==> src/rtl/mem_datapath_pkg.sv <==
// Shared pipeline types for the memory stage: control words and the EX/MEM and MEM/WB registers.
// Consumers import control::* and regfile::*.
package control;

    typedef struct packed {
        logic       load_unsigned;
        logic [1:0] access_size;
    } mem_control_word;

    typedef struct packed {
        logic       reg_write;
        logic [1:0] wb_sel;
    } wb_control_word;

endpackage

package regfile;

    // Access size as encoded in funct3[1:0]
    localparam logic [1:0] SIZE_BYTE = 2'b00;
    localparam logic [1:0] SIZE_HALF = 2'b01;
    localparam logic [1:0] SIZE_WORD = 2'b10;

    typedef struct packed {
        logic        valid;
        logic [31:0] pc;
        logic [31:0] alu_out;
        logic [31:0] rs2_out;
        logic [31:0] u_imm;
        logic        br_en;
        logic [2:0]  funct3;
        logic [4:0]  rd;
        logic        mem_read;
        logic        mem_write;
    } ex_mem_regfile;

    typedef struct packed {
        logic        valid;
        logic [31:0] pc;
        logic [31:0] alu_out;
        logic        br_en;
        logic [31:0] u_imm;
        logic [4:0]  rd;
        logic [2:0]  funct3;
        logic [31:0] mem_rdata;
        logic [3:0]  mem_byte_enable;
    } mem_wb_regfile;

endpackage

==> src/rtl/mem_datapath_mask_gen.sv <==
// Byte-enable and write-data lane steering for the memory stage.
// The misalignment test is only built with MEM_MISALIGN_CHECK_EN; otherwise it reports aligned.
module mem_mask_gen
    import regfile::*;
(
    input  logic [1:0]  offset,
    input  logic [1:0]  size,
    input  logic [31:0] rs2,
    output logic [3:0]  mbe,
    output logic [31:0] wdata,
    output logic        misaligned
);

    always_comb begin
        mbe        = 4'b1111;
        wdata      = rs2 << {offset, 3'b000};
        misaligned = 1'b0;
        // Shifted masks fall off the top of the 4-bit lane field when they straddle the word
        case (size)
            SIZE_BYTE: mbe = 4'b0001 << offset;
            SIZE_HALF: mbe = 4'b0011 << offset;
            default:   mbe = 4'b1111;
        endcase
`ifdef MEM_MISALIGN_CHECK_EN
        case (size)
            SIZE_BYTE: misaligned = 1'b0;
            SIZE_HALF: misaligned = offset[0];
            default:   misaligned = |offset;
        endcase
`endif
    end

endmodule

==> src/rtl/mem_datapath.sv <==
// Memory stage: issues one data-bus transaction per load/store and stalls upstream until it completes.
// MEM_MISALIGN_CHECK_EN suppresses misaligned half/word accesses and flags them on misalign_err.
module mem_datapath
    import regfile::*;
    import control::*;
(
    input  logic            clk,
    input  logic            rst,
    input  ex_mem_regfile   ex_in,
    input  mem_control_word mem_control,
    input  wb_control_word  wb_control,
    output logic            data_read,
    output logic            data_write,
    output logic [31:0]     data_addr,
    output logic [31:0]     data_wdata,
    output logic [3:0]      data_mbyte_enable,
    input  logic            data_resp,
    input  logic [31:0]     data_rdata,
    output mem_wb_regfile   reg_out,
    output mem_control_word wb_mem_control,
    output wb_control_word  wb_wb_control,
    output logic            stall_mem,
    output logic            misalign_err
);

    typedef enum logic {IDLE, BUSY} state_t;

    state_t      state, state_next;
    logic        mem_op, misaligned, suppressed, issue, resp_busy;
    logic [3:0]  mbe;
    logic [31:0] wdata;

    mem_mask_gen u_mask_gen (
        .offset     (ex_in.alu_out[1:0]),
        .size       (ex_in.funct3[1:0]),
        .rs2        (ex_in.rs2_out),
        .mbe        (mbe),
        .wdata      (wdata),
        .misaligned (misaligned)
    );

    always_ff @(posedge clk) begin
        if (rst) state <= IDLE;
        else     state <= state_next;
    end

    always_comb begin
        state_next = state;
        mem_op     = ex_in.valid & (ex_in.mem_read | ex_in.mem_write);
        suppressed = mem_op & misaligned;
        issue      = (state == IDLE) & mem_op & ~suppressed;
        resp_busy  = (state == BUSY) & data_resp;
        stall_mem  = issue | ((state == BUSY) & ~data_resp);
        case (state)
            IDLE:    if (issue) state_next = BUSY;
            BUSY:    if (data_resp) state_next = IDLE;
            default: state_next = IDLE;
        endcase
    end

    always_ff @(posedge clk) begin
        if (rst) begin
            data_read         <= 1'b0;
            data_write        <= 1'b0;
            data_addr         <= '0;
            data_wdata        <= '0;
            data_mbyte_enable <= '0;
            reg_out           <= '0;
            wb_mem_control    <= '0;
            wb_wb_control     <= '0;
        end else begin
            // A read+write op is issued as a write
            if (issue) begin
                data_read         <= ex_in.mem_read & ~ex_in.mem_write;
                data_write        <= ex_in.mem_write;
                data_addr         <= {ex_in.alu_out[31:2], 2'b00};
                data_wdata        <= wdata;
                data_mbyte_enable <= mbe;
            end else if (resp_busy) begin
                data_read  <= 1'b0;
                data_write <= 1'b0;
            end
            if (stall_mem) begin
                reg_out.valid <= 1'b0;
            end else begin
                reg_out.valid           <= ex_in.valid & ~suppressed;
                reg_out.pc              <= ex_in.pc;
                reg_out.alu_out         <= ex_in.alu_out;
                reg_out.br_en           <= ex_in.br_en;
                reg_out.u_imm           <= ex_in.u_imm;
                reg_out.rd              <= ex_in.rd;
                reg_out.funct3          <= ex_in.funct3;
                reg_out.mem_rdata       <= resp_busy ? data_rdata : 32'h0;
                reg_out.mem_byte_enable <= mbe;
                wb_mem_control          <= mem_control;
                wb_wb_control           <= wb_control;
            end
        end
    end

`ifdef MEM_MISALIGN_CHECK_EN
    always_ff @(posedge clk) begin
        if (rst) misalign_err <= 1'b0;
        else     misalign_err <= (state == IDLE) & suppressed;
    end
`else
    assign misalign_err = 1'b0;
`endif

endmodule

==> config.mk <==
export PLATFORM = sky130hd
export DESIGN_NAME = mem_datapath
export DESIGN_NICKNAME = d
export VERILOG_FILES = /design/src/rtl/mem_datapath_pkg.sv /design/src/rtl/mem_datapath_mask_gen.sv /design/src/rtl/mem_datapath.sv
export SDC_FILE = /design/constraint.sdc
export NUM_CORES = 1
export LEC_CHECK = 0
export CAP_MARGIN = 20
export CORE_AREA = 2 2 158 160
export CTS_CLUSTER_SIZE = 10
export DETAILED_ROUTE_END_ITERATION = 6
export DIE_AREA = 0 0 160 162
export PLACE_DENSITY_LB_ADDON = 0.12
export SLEW_MARGIN = 0
export SYNTH_ARGS = -nofsm -noshare
export SYNTH_HDL_FRONTEND = slang
export SYNTH_SLANG_ARGS = --single-unit
==> constraint.sdc <==
create_clock -name clk -period 2.6 [get_ports clk]
set_clock_uncertainty 0.05 [all_clocks]
set_input_delay 0.78 -clock clk [delete_from_list [all_inputs] [get_ports clk]]
set_output_delay 0.78 -clock clk [all_outputs]
set_load 0.02 [all_outputs]
==> metrics.csv <==
stage;metric;value;unit
cells_and_area;share of post-route cells with drive strength above 1;6.97;%
outcome;status;completed;
logic_synthesis;most common cell in the netlist;dfxtp_1;
route;drt wl/cell;18.6;um
logic_synthesis;Synth Warn #;0;
run;MaxCap Viol Count;0;
sta;Tightest Pin Transition;0.832;ns
placement;routability cong.;0.803;
worst_hold_path;worst min path class;reg2reg;
clocking;CTS buffer count;26;
logic_synthesis;flops & latches, synth;217;
floorplan;CORE AREA;24100;sq um
pwr;Sequential Power Share;42.9;%
floorplan;die width;160;um
logic_synthesis;top cells by count, synth;217 x dfxtp_1, 144 x a22o_1, 95 x nand2_1;
critical_path;CP Capture Type;primary output;
cells_and_area;final core occ;52.0;%
clocking;CTS tree;done;
logic_synthesis;Post-Syn Instances;690;
floorplan;Initial Util;30.5;%
global_route;largest net degree at the start of global routing;65;
pwr;Leak Pwr;4.82;nW
logic_synthesis;area leader, netlist;dfxtp_1;
sta;final hold violation count;0;
global_route;first-pass GRT wire length;39600;um
clocking;Clock Path Buffers;3;
route;DR iter-0 viols;384;
floorplan;Rows;57;
critical_path;reg-to-reg endpoint;reg_out[48]$_SDFFE_PP0N_;
route;Detail Route Antenna Nets;0;
logic_synthesis;Most used DFF post-synth;dfxtp_1;
worst_hold_path;WHS Endpoint;data_addr[4]$_SDFFE_PP0P_;
pwr;Clk pwr share;38.1;%
critical_path;critical path required time;1.77;ns
global_route;Congestion Overflow GR;0;
logic_synthesis;part of the Yosys area used for sequential elements;59.1;%
pwr;Power per Cell Area;681;nW/um^2
cells_and_area;Area Growth Syn to Fin;70.5;%
global_route;GR Layer Usage met3;5.82;%
floorplan;die area;25900;sq um
sta;RSZ-0062 raised after global routing;no;
floorplan;I/O Pins;401;
pwr;switch share;25.7;%
pwr;logic gate share of total power;18.9;%
critical_path;r2r setup slk;0.63;ns
critical_path;critical path class;in2out;
worst_hold_path;hold_sp;data_addr[4]$_SDFFE_PP0P_;
logic_synthesis;syn avg cell area;10.7;sq um
cells_and_area;fillers;2213;
placement;Setup WS pre-CTS;-0.602;ns
route;drt first pass iters;4;
floorplan;Die Span Y;162;um
critical_path;WP data arrival;1.62;ns
worst_hold_path;hold path cells;2;
clocking;Clock Latency Late Sink;0.51;ns
logic_synthesis;Post-synth EDFFs;0;
pwr;Net Switching;2.20;mW
global_route;vias in the first global route;6506;
critical_path;reg2reg path depth;6;
cells_and_area;Nets;1262;
logic_synthesis;top area cells in the synthesized netlist;dfxtp_1 59%, a22o_1 17%, nand2_1 4.9%;
clocking;Hold-fix buffers, CTS;0;
global_route;routing usage on met1;23.1;%
logic_synthesis;Synth top area share;59.1;%
critical_path;RR Startpoint;state$_SDFF_PP0_;
clocking;clock sink count;217;
global_route;initial antenna violation count;1;
sta;setup ws final;0.145;ns
route;Via density;4.73;
clocking;CTS root buf;clkbuf_16;
placement;Port Buffers;397;
sta;final period utilization;94.4;%
sta;slew margin rel.;44.4;%
sta;min cycle time layout;2.45;ns
sta;f_max;407;MHz
global_route;Total GRT Usage;19.3;%
global_route;GRT Max-Usage Layer;met2;
route;aggregate routed wire length;26300;um
sta;final max-slew violation count;0;
logic_synthesis;Post-synth ARST share;0;%
pwr;Internal Power;6.33;mW
logic_synthesis;Post-Synthesis Cell Area;7350;sq um
logic_synthesis;Synth cell types;28;
placement;Cells after DPL;1377;
critical_path;CP max FO;2;
global_route;M2 GR Usage;33.6;%
sta;Setup-failing EPs final;0;
placement;HPWL after DPL;19000;um
route;Post-route DRC;0;
pwr;Peak VDD IR;0.397;mV
critical_path;startpoint types;input port;
clocking;CTS clk-pin slew, worst paths;0.06;ns
cells_and_area;Layout Cells excl Fill;1415;
route;Vias;6697;
clocking;H-tree Lvls;1;
## kinds of logic after synthesis
group	Yosys count	share of synthesized area, %
AOI/OAI and AO/OA	226	23.7
DFF	217	59.1
and+or+nand+nor	155	9.07
buffers and inverters	66	4.56
muxes	25	3.54
other	1	0.0510
## metrics by stage
stage	area (sq um)	power, mW	TNS [ns]	hold slack (ns)
3_5_place_dp	11800	5.36	-46.21	0.396
2_1_floorplan	7360	4.43	0	0.480
6_report	12500	8.53	0	0.402
4_1_cts	12500	8.67	0	0.404
3_3_place_gp	11800	5.35	-44.92	0.389
5_1_grt	12500	8.90	0	0.419
## timing repair
item,4_1_cts,5_1_grt
setup endpoints to repair,1,0
resized for setup,11,0
buffers inserted,0,0
## metal layers
metal,part of all wire [%],up-vias
met2,49,258
met1,41,3139
met3,8.1,37
met5,0,-
met4,2.3,0
li1,-,3263
## power groups by stage
stage / sequential [mW] / combinational [mW] / clock [mW]
after global routing: 3.69 / 1.71 / 3.50
after CTS: 3.66 / 1.64 / 3.37
after floorplan: 4.00 / 0.433 / 0
final: 3.66 / 1.62 / 3.25
after global placement: 3.73 / 1.62 / 0
after detailed placement: 3.73 / 1.63 / 0
## cell type report
class,count,area (sq um),share of cell area (%)
antenna,1,2.50,0.0200
timing repair buffer,426,4330,34.6
tap,324,405,3.24
inverter,1,3.75,0.0300
clock buffer,37,743,5.93
multi-input combinational,409,2700,21.5
sequential,217,4340,34.7
## critical path, cell delays in order
cell	delay, ns
dlygate4sd2_1	0.23
nor2_2	0.05
or3b_4	0.37
nand2_2	0.08
buf_6	0.12
## worst max-delay path by stage
stage / startpoint / to / slack (ns) / depth (start not counted)
detailed placement: ex_in[0] / stall_mem / -0.60 / 5
global route: ex_in[0] / stall_mem / 0.10 / 5
floorplan: ex_in[1] / stall_mem / 0.04 / 5
finish: ex_in[0] / stall_mem / 0.15 / 5
CTS: ex_in[0] / stall_mem / 0.15 / 5
global placement: ex_in[0] / stall_mem / -0.58 / 5
## cells in the final DEF, fill, tap and decap left out, types with 10 or more instances in the layout
cell type / synthesis / final
dfxtp_1: 217 / 217
a22o_1: 144 / 144
a21oi_1: 57 / 57
nor2_1: 25 / 23
nand3_1: 10 / 10
a211oi_1: 12 / 12
buf_12: 0 / 12
nand2_1: 95 / 94
clkbuf_16: 0 / 27
mux2i_1: 17 / 17
buf_4: 17 / 17
clkdlybuf4s50_1: 0 / 392
## registers in the layout (all words and copies together) (netlist names)
register	cells
data_write	1
wb_wb_control	3
state	1
data_read	1
data_addr	30
wb_mem_control	3
data_wdata	32
reg_out	142
data_mbyte_enable	4
Note: power is estimated with default switching activity, not from simulation.
